[src/rtl/snn_pkg.sv]
// Shared types and the output-range helper for the SNN MAC datapath.
// Pure definitions, no state.
// Not applicable: no handshake in this file.
package snn_pkg;

    typedef enum logic {
        IDLE  = 1'b0,
        ACCUM = 1'b1
    } mac_state_t;

    // Working width for the range helper; wide enough for any sane accumulator.
    localparam int SAT_VW = 64;

    typedef struct packed {
        logic [SAT_VW-1:0] res;
        logic              ovf;
    } sat_res_t;

    // Fit a signed value into out_w bits: clamp when sat=1, otherwise leave it for the
    // caller to truncate. ovf flags any value outside the signed out_w range.
    function automatic sat_res_t sat_trunc(
        input logic signed [SAT_VW-1:0] v,
        input int                       out_w,
        input logic                     sat
    );
        logic signed [SAT_VW-1:0] hi;
        logic signed [SAT_VW-1:0] lo;
        sat_res_t                 r;
        hi    = (64'sd1 <<< (out_w - 1)) - 64'sd1;
        lo    = -(64'sd1 <<< (out_w - 1));
        r.ovf = (v > hi) || (v < lo);
        if (sat && (v > hi)) begin
            r.res = hi;
        end else if (sat && (v < lo)) begin
            r.res = lo;
        end else begin
            r.res = v;
        end
        return r;
    endfunction

endpackage

[src/rtl/mac_sat.sv]
// Output stage: optional ReLU, then clamp or truncate the accumulator to OUT_W, flag overflow.
// Latency: purely combinational.
// Backpressure: none; evaluated every cycle, result captured by the parent on the last term.
module mac_sat
    import snn_pkg::*;
#(
    parameter int ACC_W = 26,
    parameter int OUT_W = 16,
    parameter bit SAT   = 1'b1
) (
    input  logic [ACC_W-1:0] i_sum,
    input  logic             i_relu,
    output logic [OUT_W-1:0] o_res,
    output logic             o_ovf
);

    logic [SAT_VW-1:0] w_v;
    sat_res_t          w_sr;
    logic              w_unused_hi;

    // ReLU zeroes negative sums before range reduction, so a clamped-to-zero result never flags ovf.
    assign w_v = (i_relu && i_sum[ACC_W-1]) ? '0
               : {{(SAT_VW-ACC_W){i_sum[ACC_W-1]}}, i_sum};

    assign w_sr        = sat_trunc(signed'(w_v), OUT_W, SAT);
    assign o_res       = w_sr.res[OUT_W-1:0];
    assign o_ovf       = w_sr.ovf;
    assign w_unused_hi = ^w_sr.res[SAT_VW-1:OUT_W];

endmodule

[src/rtl/mac_pipe.sv]
// Two-stage signed multiply-accumulate over framed (a,b) term streams, one result per sequence.
// Latency: last term sampled at edge k -> res_vld pulses in the cycle after edge k+1; 1 term/cycle.
// Backpressure: none; in_vld=0 stalls the sequence, the consumer must take every res_vld pulse.
module mac_pipe
    import snn_pkg::*;
#(
    parameter int A_W   = 8,
    parameter int B_W   = 8,
    parameter int ACC_W = 26,
    parameter int OUT_W = 16,
    parameter bit SAT   = 1'b1,
    parameter int CNT_W = 10
) (
    input  logic                    clk,
    input  logic                    rst_n,
    input  logic                    clr_n,
    input  logic                    in_vld,
    input  logic signed [A_W-1:0]   a,
    input  logic signed [B_W-1:0]   b,
    input  logic                    in_last,
    input  logic                    relu_en,
    output logic signed [OUT_W-1:0] res,
    output logic                    res_vld,
    output logic                    ovf,
    output logic [CNT_W-1:0]        cnt,
    output logic                    busy
);

    localparam int P_W = A_W + B_W;

    logic signed [P_W-1:0] r_p;
    logic                  r_p_vld;
    logic                  r_p_last;
    logic                  r_relu_q;
    mac_state_t            r_state;
    logic [ACC_W-1:0]      r_acc;
    logic [CNT_W-1:0]      r_term_cnt;

    logic [ACC_W-1:0]      w_sum;
    logic [CNT_W-1:0]      w_cnt_inc;
    logic [OUT_W-1:0]      w_res;
    logic                  w_ovf;

    // Accumulator wraps modulo 2^ACC_W; the product is sign-extended into it.
    assign w_sum     = r_acc + {{(ACC_W-P_W){r_p[P_W-1]}}, r_p};
    assign w_cnt_inc = (&r_term_cnt) ? r_term_cnt : r_term_cnt + CNT_W'(1);
    assign busy      = (r_state != IDLE) || r_p_vld;

    mac_sat #(
        .ACC_W (ACC_W),
        .OUT_W (OUT_W),
        .SAT   (SAT)
    ) u_sat (
        .i_sum  (w_sum),
        .i_relu (r_relu_q),
        .o_res  (w_res),
        .o_ovf  (w_ovf)
    );

    // Stage 1: register the full-width product and its framing; clear flushes it.
    always_ff @(posedge clk or negedge rst_n) begin
        if (!rst_n) begin
            r_p      <= '0;
            r_p_vld  <= 1'b0;
            r_p_last <= 1'b0;
            r_relu_q <= 1'b0;
        end else if (!clr_n) begin
            r_p      <= '0;
            r_p_vld  <= 1'b0;
            r_p_last <= 1'b0;
            r_relu_q <= 1'b0;
        end else begin
            r_p_vld <= in_vld;
            if (in_vld) begin
                r_p      <= P_W'(a) * P_W'(b);
                r_p_last <= in_last;
                r_relu_q <= relu_en;
            end
        end
    end

    // Stage 2: accumulate, count terms, and on the last term publish the result and restart at 0
    // so a following sequence can start with no bubble. Clear aborts without touching res.
    always_ff @(posedge clk or negedge rst_n) begin
        if (!rst_n) begin
            r_state    <= IDLE;
            r_acc      <= '0;
            r_term_cnt <= '0;
            res        <= '0;
            res_vld    <= 1'b0;
            ovf        <= 1'b0;
            cnt        <= '0;
        end else begin
            res_vld <= 1'b0;
            if (!clr_n) begin
                r_state    <= IDLE;
                r_acc      <= '0;
                r_term_cnt <= '0;
            end else if (r_p_vld) begin
                if (r_p_last) begin
                    r_state    <= IDLE;
                    r_acc      <= '0;
                    r_term_cnt <= '0;
                    res        <= w_res;
                    ovf        <= w_ovf;
                    cnt        <= w_cnt_inc;
                    res_vld    <= 1'b1;
                end else begin
                    r_state    <= ACCUM;
                    r_acc      <= w_sum;
                    r_term_cnt <= w_cnt_inc;
                end
            end
        end
    end

endmodule
[config.mk]
export PLATFORM = sky130hd
export DESIGN_NAME = mac_pipe
export DESIGN_NICKNAME = d
export VERILOG_FILES = /design/src/rtl/snn_pkg.sv /design/src/rtl/mac_sat.sv /design/src/rtl/mac_pipe.sv
export SDC_FILE = /design/constraint.sdc
export NUM_CORES = 1
export LEC_CHECK = 0
export ABC_AREA = 0
export CAP_MARGIN = 20
export CORE_ASPECT_RATIO = 0.9
export CORE_UTILIZATION = 53
export DETAILED_ROUTE_END_ITERATION = 12
export GPL_TIMING_DRIVEN = 0
export MAX_ROUTING_LAYER = met4
export PLACE_DENSITY = 0.73
export SLEW_MARGIN = 20
export SYNTH_ARGS = -nofsm -noshare
export SYNTH_HDL_FRONTEND = slang
export SYNTH_SLANG_ARGS = --single-unit
export TNS_END_PERCENT = 1
[constraint.sdc]
create_clock -name clk -period 9.1 [get_ports clk]
set_clock_uncertainty 0.2 [all_clocks]
set_input_delay 1.82 -clock clk [delete_from_list [all_inputs] [get_ports clk]]
set_output_delay 1.82 -clock clk [all_outputs]
set_load 0.01 [all_outputs]
==> results.txt, run 1 <==
* Hold Crit Class: reg -> reg
* Endpoints failing hold: 0
- The initial antenna violation count is 0.
- The tree built by TritonCTS fans out to 84 sinks.
- Cell area power density: approximately 200 mW/mm²
- Synthesis warning total: 0
* Count of hold-fix buffers inserted at cts: 0
* Combined global-route utilization of all metal layers: approximately 29%
- After clock tree synthesis, the repair step resized 0 gates.
- Maximum ir drop on the vdd rail: roughly 0.18 mV
- The critical path is of the in -> reg type.
- Initial Util: a little under three fifths
- The die covers approximately 0.015 mm².
- In this run the tightest slew margin relative to its limit is between 30 and 40%.
* H-tree levels: 3
- Post-DR vias/cell: 5.76
- For this design the static power due to leakage is 3.97 nW.
- Pin count of the biggest net entering global routing: 49
* Arrival time worst endpoint: approximately 6.7 ns
- Post-CTS setup-driven buffer insertion count: 0
- First-pass GRT wire length: ~31 mm
- Clock-pin slew reported for the worst setup and hold paths after clock tree synthesis: around 0.07 ns
- Maximum number of buffers from clock root to sink: 2
- Global routing used between 40% and 50% of the available met2 tracks.
* Synthesis-to-finish area growth: 13.8%
* Number of endpoints failing setup at the final stage: 0
* Remaining number of nets flagged by the antenna check after routing: 0
- Die outline height: 115 µm
- Most heavily used metal layer in global routing: met2
* Top_reg_cell synth: dfrtp_1
* Part of the cycle the worst path needs: 74.1%
- Routed via count: 6278
* Fmax achieved: about 150 MHz
- The worst setup path is captured at a flop.
- The run finished with clean final reports.
- Row generation in the floorplan step produced 40 rows.
- In this run the cell area of the synthesized design comes to ~0.0075 mm².
- During placement, the flow inserted port buffers numbering 50.
* Number of maximum-capacitance constraint violations: 0
- Pin slew with the least headroom to its limit: 0.940 ns
* Count of distinct cell types in the synthesized netlist: 64
- N_diodes: 0
- Detail-routed net length per standard cell: approximately 17 µm
- Counting flops and latches in the post-synthesis netlist gives 84.
* Required time of the worst setup path: just over 9 ns
- Along the worst path, the maximum fanout reaches 8.
- The total area inside the core boundary comes to between 0.01 and 0.015 mm².
- The worst setup path is launched from an input pin.
* Gate Count Post-Synth: 833
* Post-synth ARST share: between 90% and 100%
* Final-layout setup total negative slack: 0 ns
- At the end of routability-driven placement, the weighted congestion stood at a little over 0.9.
- For this run, design rule violations remaining after detail routing come to 0.
- Of all cell types, the one taking the most synthesized area is dfrtp_1.
- Post-synth net total: between 900 and 1k
- Clock tree root buffer cell: clkbuf_16
* RSZ-0062 raised after global routing: no
- Counting the buffers created by CTS gives 9.
- Number of flops mapped to enable cells by yosys: 0
- Once layout is complete, the utilization of the core stands at 63.1%.
* TritonCTS clock tree: done
- Detailed placement finished with a half-perimeter wire length of between 15 and 20 mm.
* Fraction of synthesized cell area taken by the top area cell type: between 20% and 30%
- The first detailed-routing pass took 5 iterations.
- The final layout contains routed wiring with a total length of 19.0 mm.
- In this run the count of I/O pins placed on the die edge is 51.
- Overall overflow remaining after global route: 0
- Mean area per synthesized cell: 9.06 µm²
* Clock insertion delay at the later pin of the skew report: 0.35 ns
- Vias in the first global route: between 6k and 7k
- Min Clock Period, post-route: 6.74 ns
- For met3 alone, demand over resource in global routing was approximately 5%.
* Net total in the final layout: 1028
* Synth top cells by count: inv_1, dfrtp_1, nand2_1, o21ai_0, fa_1
- Post-synthesis sequential area ratio: ~28%
- inv_1 is the most common cell in the netlist.
- The max-slew violation count is 0.
- In the final layout, the share of cells above drive strength 1 is 3.33%.
- From left edge to right edge, the die measures approximately 130 µm.
- Fraction of met1 tracks used by global routing: approximately 40%
* Number of DRC violations after detailed-routing iteration 0: 445
- Top post-synthesis cells by area: dfrtp_1, fa_1, ha_1
where the power goes:
group | internal, mW | switching (mW) | leakage, nW
Clock | 0.195 | 0.164 | 0.141
Sequential | 0.415 | 0.0403 | 1.08
Combinational | 0.380 | 0.499 | 2.75
Total | 0.990 | 0.704 | 3.97
critical path, cell delays in order:
cell	delay (ns)
clkdlybuf4s50_1	0.55
nand2b_1	0.24
fa_1	0.52
fa_1	0.55
inv_1	0.06
fa_1	0.53
inv_1	0.05
fa_1	0.55
inv_1	0.05
ha_1	0.33
inv_1	0.07
o21bai_1	0.10
a21o_1	0.21
a21oi_1	0.31
o21ai_0	0.21
o41ai_1	0.38
o221ai_1	0.19
final timing paths:
kind	from	to	slack, ns	depth (start not counted)
setup / recovery	a[0]	r_p[15]$_DFFE_PN0P_	2.36	17
hold / removal	cnt[1]$_DFFE_PN0P_	cnt[1]$_DFFE_PN0P_	0.29	2
setup reg to reg	r_p[0]$_DFFE_PN0P_	res[2]$_DFFE_PN0P_	4.43	11
hold reg to reg	cnt[1]$_DFFE_PN0P_	cnt[1]$_DFFE_PN0P_	0.29	2
max in group asynchronous	rst_n	r_p[14]$_DFFE_PN0P_	6.76	2
min in group asynchronous	rst_n	res[10]$_DFFE_PN0P_	1.30	1
layer usage:
metal  share of wire (%)  up-vias
met5                   0        -
li1                    -     2982
met4                 1.2        0
met2                  45      171
met1                  49     3107
met3                 5.3       18
final cells by class:
| class | count | area [µm²] |
|---|---|---|
| Fill cell | 1162 | 5020 |
| Multi-Input combinational cell | 626 | 4970 |
| Sequential cell | 84 | 2100 |
| Timing Repair Buffer | 51 | 518 |
| Inverter | 96 | 360 |
| Clock buffer | 10 | 239 |
| Tap cell | 189 | 236 |
| Buffer | 27 | 113 |
| Clock inverter | 6 | 46.3 |
layout by cell type, fill, tap and decap left out, types with 5 or more instances in the layout:
cell type and n:
o22ai_1 14, clkbuf_16 9, fa_1 56, nand3_1 14
o21ai_0 64, dfrtp_1 84, and4_1 5, inv_1 96
mux2i_1 14, a22o_1 20, clkbuf_1 23, o211ai_1 8
nor2_1 43, and3_1 6, o21bai_1 5, ha_1 55
a21oi_1 38, xor2_1 10, nand2b_1 5, nor3_1 10
nor2b_1 16, xnor2_1 31, nand2_1 74, nand4_1 9
and2_1 50, a21o_1 14, clkdlybuf4s50_1 49
cell families (layout without fill, tap and decap cells):
kind of cell | Yosys count | after routing | share of synthesized area [%]
simple gates | 257 | 257 | 17.7
mux | 14 | 14 | 1.86
fa+ha+maj | 111 | 111 | 24.0
compound gates | 203 | 203 | 17.6
flops | 84 | 84 | 27.9
xor+xnor | 41 | 41 | 4.76
buf+inv | 123 | 190 | 6.27
through the flow:
stage	power [mW]	area (µm²)	setup slack [ns]	std cells	hold slack, ns
floorplan	1.10	7540	3.19	833	0.239
global placement	1.30	8280	2.09	1072	0.260
detailed placement	1.34	8300	2.03	1073	0.271
CTS	1.70	8580	2.38	1089	0.287
global route	1.84	8590	2.14	1089	0.312
finish	1.69	8590	2.36	1089	0.285
registers in the layout (all words and copies together) (netlist names):
| name | count |
|---|---|
| r_acc | 26 |
| r_p | 16 |
| res | 16 |
| cnt | 10 |
| r_term_cnt | 10 |
| ovf | 1 |
| r_p_last | 1 |
| r_p_vld | 1 |
| r_relu_q | 1 |
| r_state | 1 |
| res_vld | 1 |
No activity file was read; power rests on OpenSTA's default activity.
==> run 2: changes to the inputs <==
--- a/config.mk
+++ b/config.mk
@@ -12,7 +12,7 @@
 export DETAILED_ROUTE_END_ITERATION = 12
 export GPL_TIMING_DRIVEN = 0
 export MAX_ROUTING_LAYER = met4
-export PLACE_DENSITY = 0.73
+export PLACE_DENSITY = 0.76
 export SLEW_MARGIN = 20
 export SYNTH_ARGS = -nofsm -noshare
 export SYNTH_HDL_FRONTEND = slang
==> constraint.sdc (replaced) <==
create_clock -name clk -period 5.9 [get_ports clk]
set_clock_uncertainty 0.2 [all_clocks]
set_input_delay 1.18 -clock clk [delete_from_list [all_inputs] [get_ports clk]]
set_output_delay 1.18 -clock clk [all_outputs]
set_load 0.01 [all_outputs]
==> run 2 against run 1 <==
Effect of this change: die area unchanged; power up 55%; non-clock buffer count unchanged; register-to-register slack worse by 3.1 ns; via count down 1.4%; critical endpoint unchanged.
==> results.txt, run 2 (synthesis results as in run 1) <==
* Hold slack: 0.271 ns (was 0.285 ns)
* GR met3 Demand/Resource: 4.47% (was 5.03%)
- Overall overflow remaining after global route: 0 (unchanged)
- Endpoint kind of the worst setup timing path: flop (unchanged)
- Worst max-slew margin expressed relative to the limit: 27.3% (was 36.7%)
- The beginning of the critical path is a[6] (was a[0]).
- The CTS tree is done (unchanged).
- The final cell count without fillers is 1089 (unchanged).
- The number of cell rows is 40 (unchanged).
- The global-route wire length before repair was 29.3 mm (was 31.5 mm).
- The total power density per cell area was 303 mW/mm² (was 197 mW/mm²).
- The leakage power summed over all cells is 4.13 nW (was 3.97 nW).
* Die X-Extent: 128 µm (unchanged)
- Placeable core region: 0.0136 mm² (unchanged)
* Antenna violations before repair: 0 (unchanged)
- The cell that appears most often on the critical path is inv_1.
- The CTS sink count was 84 (unchanged).
- The starting density of the core came to 55.4% (unchanged).
- Critical register-to-register path startpoint: r_p[0]$_DFFE_PN0P_ (unchanged)
* Post-detailed-routing wire length: 17.6 mm (was 19.0 mm)
* Detail-routed net length per standard cell: 16.1 µm (was 17.5 µm)
* Number of DRC violations after detailed-routing iteration 0: 473 (was 445)
- Pin count of the biggest net entering global routing: 58 (was 49)
* Hold Crit Class: reg -> reg (unchanged)
- H-tree levels: 3 (unchanged)
- Most frequent standard cell in the layout excluding fill and tap cells: inv_1 (unchanged)
* Arrival time worst endpoint: 5.59 ns (was 6.73 ns)
* Fmax achieved: roughly 180 MHz
- Endpoints failing hold: 0 (unchanged)
- Maximum number of buffers from clock root to sink: 2 (unchanged)
* Clock tree root buffer cell: clkbuf_16 (unchanged)
- Number of maximum-capacitance constraint violations: 0 (unchanged)
- Largest fanout on the critical path: 8 (unchanged)
- Die ar.: 0.0147 mm² (unchanged)
- Flip-flop count of the largest register after layout: 26 (unchanged)
- The ratio of cells with drive above 1 in the final layout is 3.56% (was 3.33%).
- Clock-pin slew reported for the worst setup and hold paths after clock tree synthesis: 0.06 ns (was 0.07 ns)
* Peak per-stage delay on the critical path: 0.53 ns (was 0.55 ns)
- N_diodes: 0 (unchanged)
- Result of the run: complete, no violations (unchanged)
- The combined global-route utilization of all metal layers was 26.4% (was 28.6%).
* Slowest cell on crit path: clkdlybuf4s50_1 (unchanged)
- Hpwl dp: 13.8 mm (was 15.3 mm)
* Vias in the first global route: 5967 (was 6223)
- The count of unresolved DRC violations after routing was 0 (unchanged).
* Fraction of met1 tracks used by global routing: 36.9% (was 40.0%)
- The length of the first detailed-routing pass in iterations is 5 (unchanged).
* Required time of the worst setup path: 5.89 ns (was 9.09 ns)
* RD Place Congestion: 0.958 (was 0.935)
- The number of buffers added by the clock tree synthesis step was 9 (unchanged).
- Die outline height: 115 µm (unchanged)
- The remaining antenna violation count was 0 (unchanged).
- Met2 demand-to-capacity share in global routing: 40.1% (was 43.6%)
* Source of the worst hold timing path: r_state$_DFFE_PN0P_ (was cnt[1]$_DFFE_PN0P_)
- The combined buffer and inverter count along the critical path is 6 (was 5).
- Family with the most delay on the worst path: adder cells (unchanged)
* Number of endpoints failing setup at the final stage: 0 (unchanged)
- Routed via count: 6188 (was 6278)
- Buffers added on ports: 50 (unchanged)
- The sequential standard cell area was 0.00210 mm² (unchanged).
- The smallest clock period supported by the final layout is computed as 5.60 ns.
* Placed Instances: 1073 (unchanged)
- Most frequent cells in the layout: inv_1, dfrtp_1, nand2_1, o21ai_0, fa_1 (unchanged)
- The max-slew violation count was 0 (unchanged).
- Largest registers: r_acc x26, r_p x16, res x16 (unchanged)
- Register with the most flip-flops: r_acc (unchanged)
- The I/O pin count is 51 (unchanged).
- The area of the multi-input gates was 0.00499 mm² (was 0.00497 mm²).
- Cells traversed along the worst timing path: clkdlybuf4s50_1 -> and2_1 -> fa_1 -> inv_1 -> fa_1 -> inv_1 -> fa_1 -> inv_1 -> fa_1 -> inv_1 -> ha_1 -> inv_1 -> o21bai_1 -> a21o_1 -> a21oi_2 -> o21ai_0 -> o41ai_2 -> o221ai_1 (was clkdlybuf4s50_1 -> nand2b_1 -> fa_1 -> fa_1 -> inv_1 -> fa_1 -> inv_1 -> fa_1 -> inv_1 -> ha_1 -> inv_1 -> o21bai_1 -> a21o_1 -> a21oi_1 -> o21ai_0 -> o41ai_1 -> o221ai_1).
- Kind of start point of the critical path: input pin (unchanged)
- Filler instances: 1170 (was 1162)
- The average via count per standard cell was 5.68 (was 5.76).
- The layout overhead on the synthesized area is 15.0% (was 13.8%).
- Pin slew with the least headroom to its limit: 1.08 ns (was 0.940 ns)
* RSZ-0062 raised after global routing: no (unchanged)
* Net total in the final layout: 1028 (unchanged)
- Maximum ir drop on the vdd rail: 0.345 mV (was 0.184 mV)
* Clock insertion delay at the later pin of the skew report: 0.35 ns (about the same)
- The startpoint-to-endpoint class of the critical path is in -> reg (unchanged).
- Post-CTS setup-driven buffer insertion count: 0 (unchanged)
* Part of the cycle the worst path needs: between 90% and 100%
- Most heavily used metal layer in global routing: met2 (unchanged)
* Setup slack of the worst register-to-register path: 1.38 ns (was 4.43 ns)
## run 2: worst register-to-register path, delay by kind of cell (launching register included)
kind | cells | cell delay [ns]
adder cells (fa/ha/maj) | 2 | 0.71
AND/OR/NAND/NOR | 2 | 0.65
AO/OA/AOI/OAI | 7 | 2.39
flip-flops | 1 | 0.39
## run 2: final cells by class
type	count	area share, %
flip-flops and latches	84	24.2
repair buffers	51	6.49
clock inverters	5	0.779
well taps	189	2.73
inverters	96	4.16
multi-input cells	626	57.5
clock buffers	11	2.80
plain buffers	27	1.30
## run 2: metrics by stage
stage	setup TNS, ns	area, µm²	utilization [%]	power (mW)	setup WS, ns
2_1_floorplan	0	7540	-	1.70	0.634
3_3_place_gp	-1.05	8280	60.8	1.99	-0.379
3_5_place_dp	-1.26	8310	61.0	2.02	-0.418
4_1_cts	0	8620	63.3	2.63	0.0152
5_1_grt	0	8670	63.7	2.86	0.0563
6_report	0	8670	63.7	2.63	0.301
## run 2: timing repair
| item | 4_1_cts | 5_1_grt |
|---|---|---|
| hold endpoints to repair | 0 | 0 |
| cloned | 0 | 0 |
| resized for setup | 1 | 18 |
| hold buffers | 0 | 0 |
| pin swaps | 0 | 0 |
| setup endpoints to repair | 1 | 4 |
## run 2: layer usage
metal	vias to the layer above	share of wire, %
met5	-	0
met4	0	1.5
met3	22	6.3
met2	202	46
met1	2986	47
li1	2978	-
## run 2: path summary, 6_finish.rpt
kind                       cells after the start                   end
min reg2reg                                    2   r_state$_DFFE_PN0P_
min                                            2   r_state$_DFFE_PN0P_
max in group asynchronous                      2  r_p_last$_DFFE_PN0P_
max                                           18   r_p[15]$_DFFE_PN0P_
min in group asynchronous                      1  r_acc[8]$_DFFE_PN0P_
max reg2reg                                   11   res[12]$_DFFE_PN0P_
## run 2: power breakdown
group	leakage (nW)	switching (mW)	internal (mW)
sequential	1.08	0.0582	0.640
combinational	2.90	0.751	0.591
clock	0.152	0.245	0.346
==> run 3: changes to the inputs <==
--- a/config.mk
+++ b/config.mk
@@ -5,7 +5,6 @@
 export SDC_FILE = /design/constraint.sdc
 export NUM_CORES = 1
 export LEC_CHECK = 0
-export ABC_AREA = 0
 export CAP_MARGIN = 20
 export CORE_ASPECT_RATIO = 0.9
 export CORE_UTILIZATION = 53
==> results of run 3 <==
No change in the layout: final DEF, timing and power equal those of run 2.
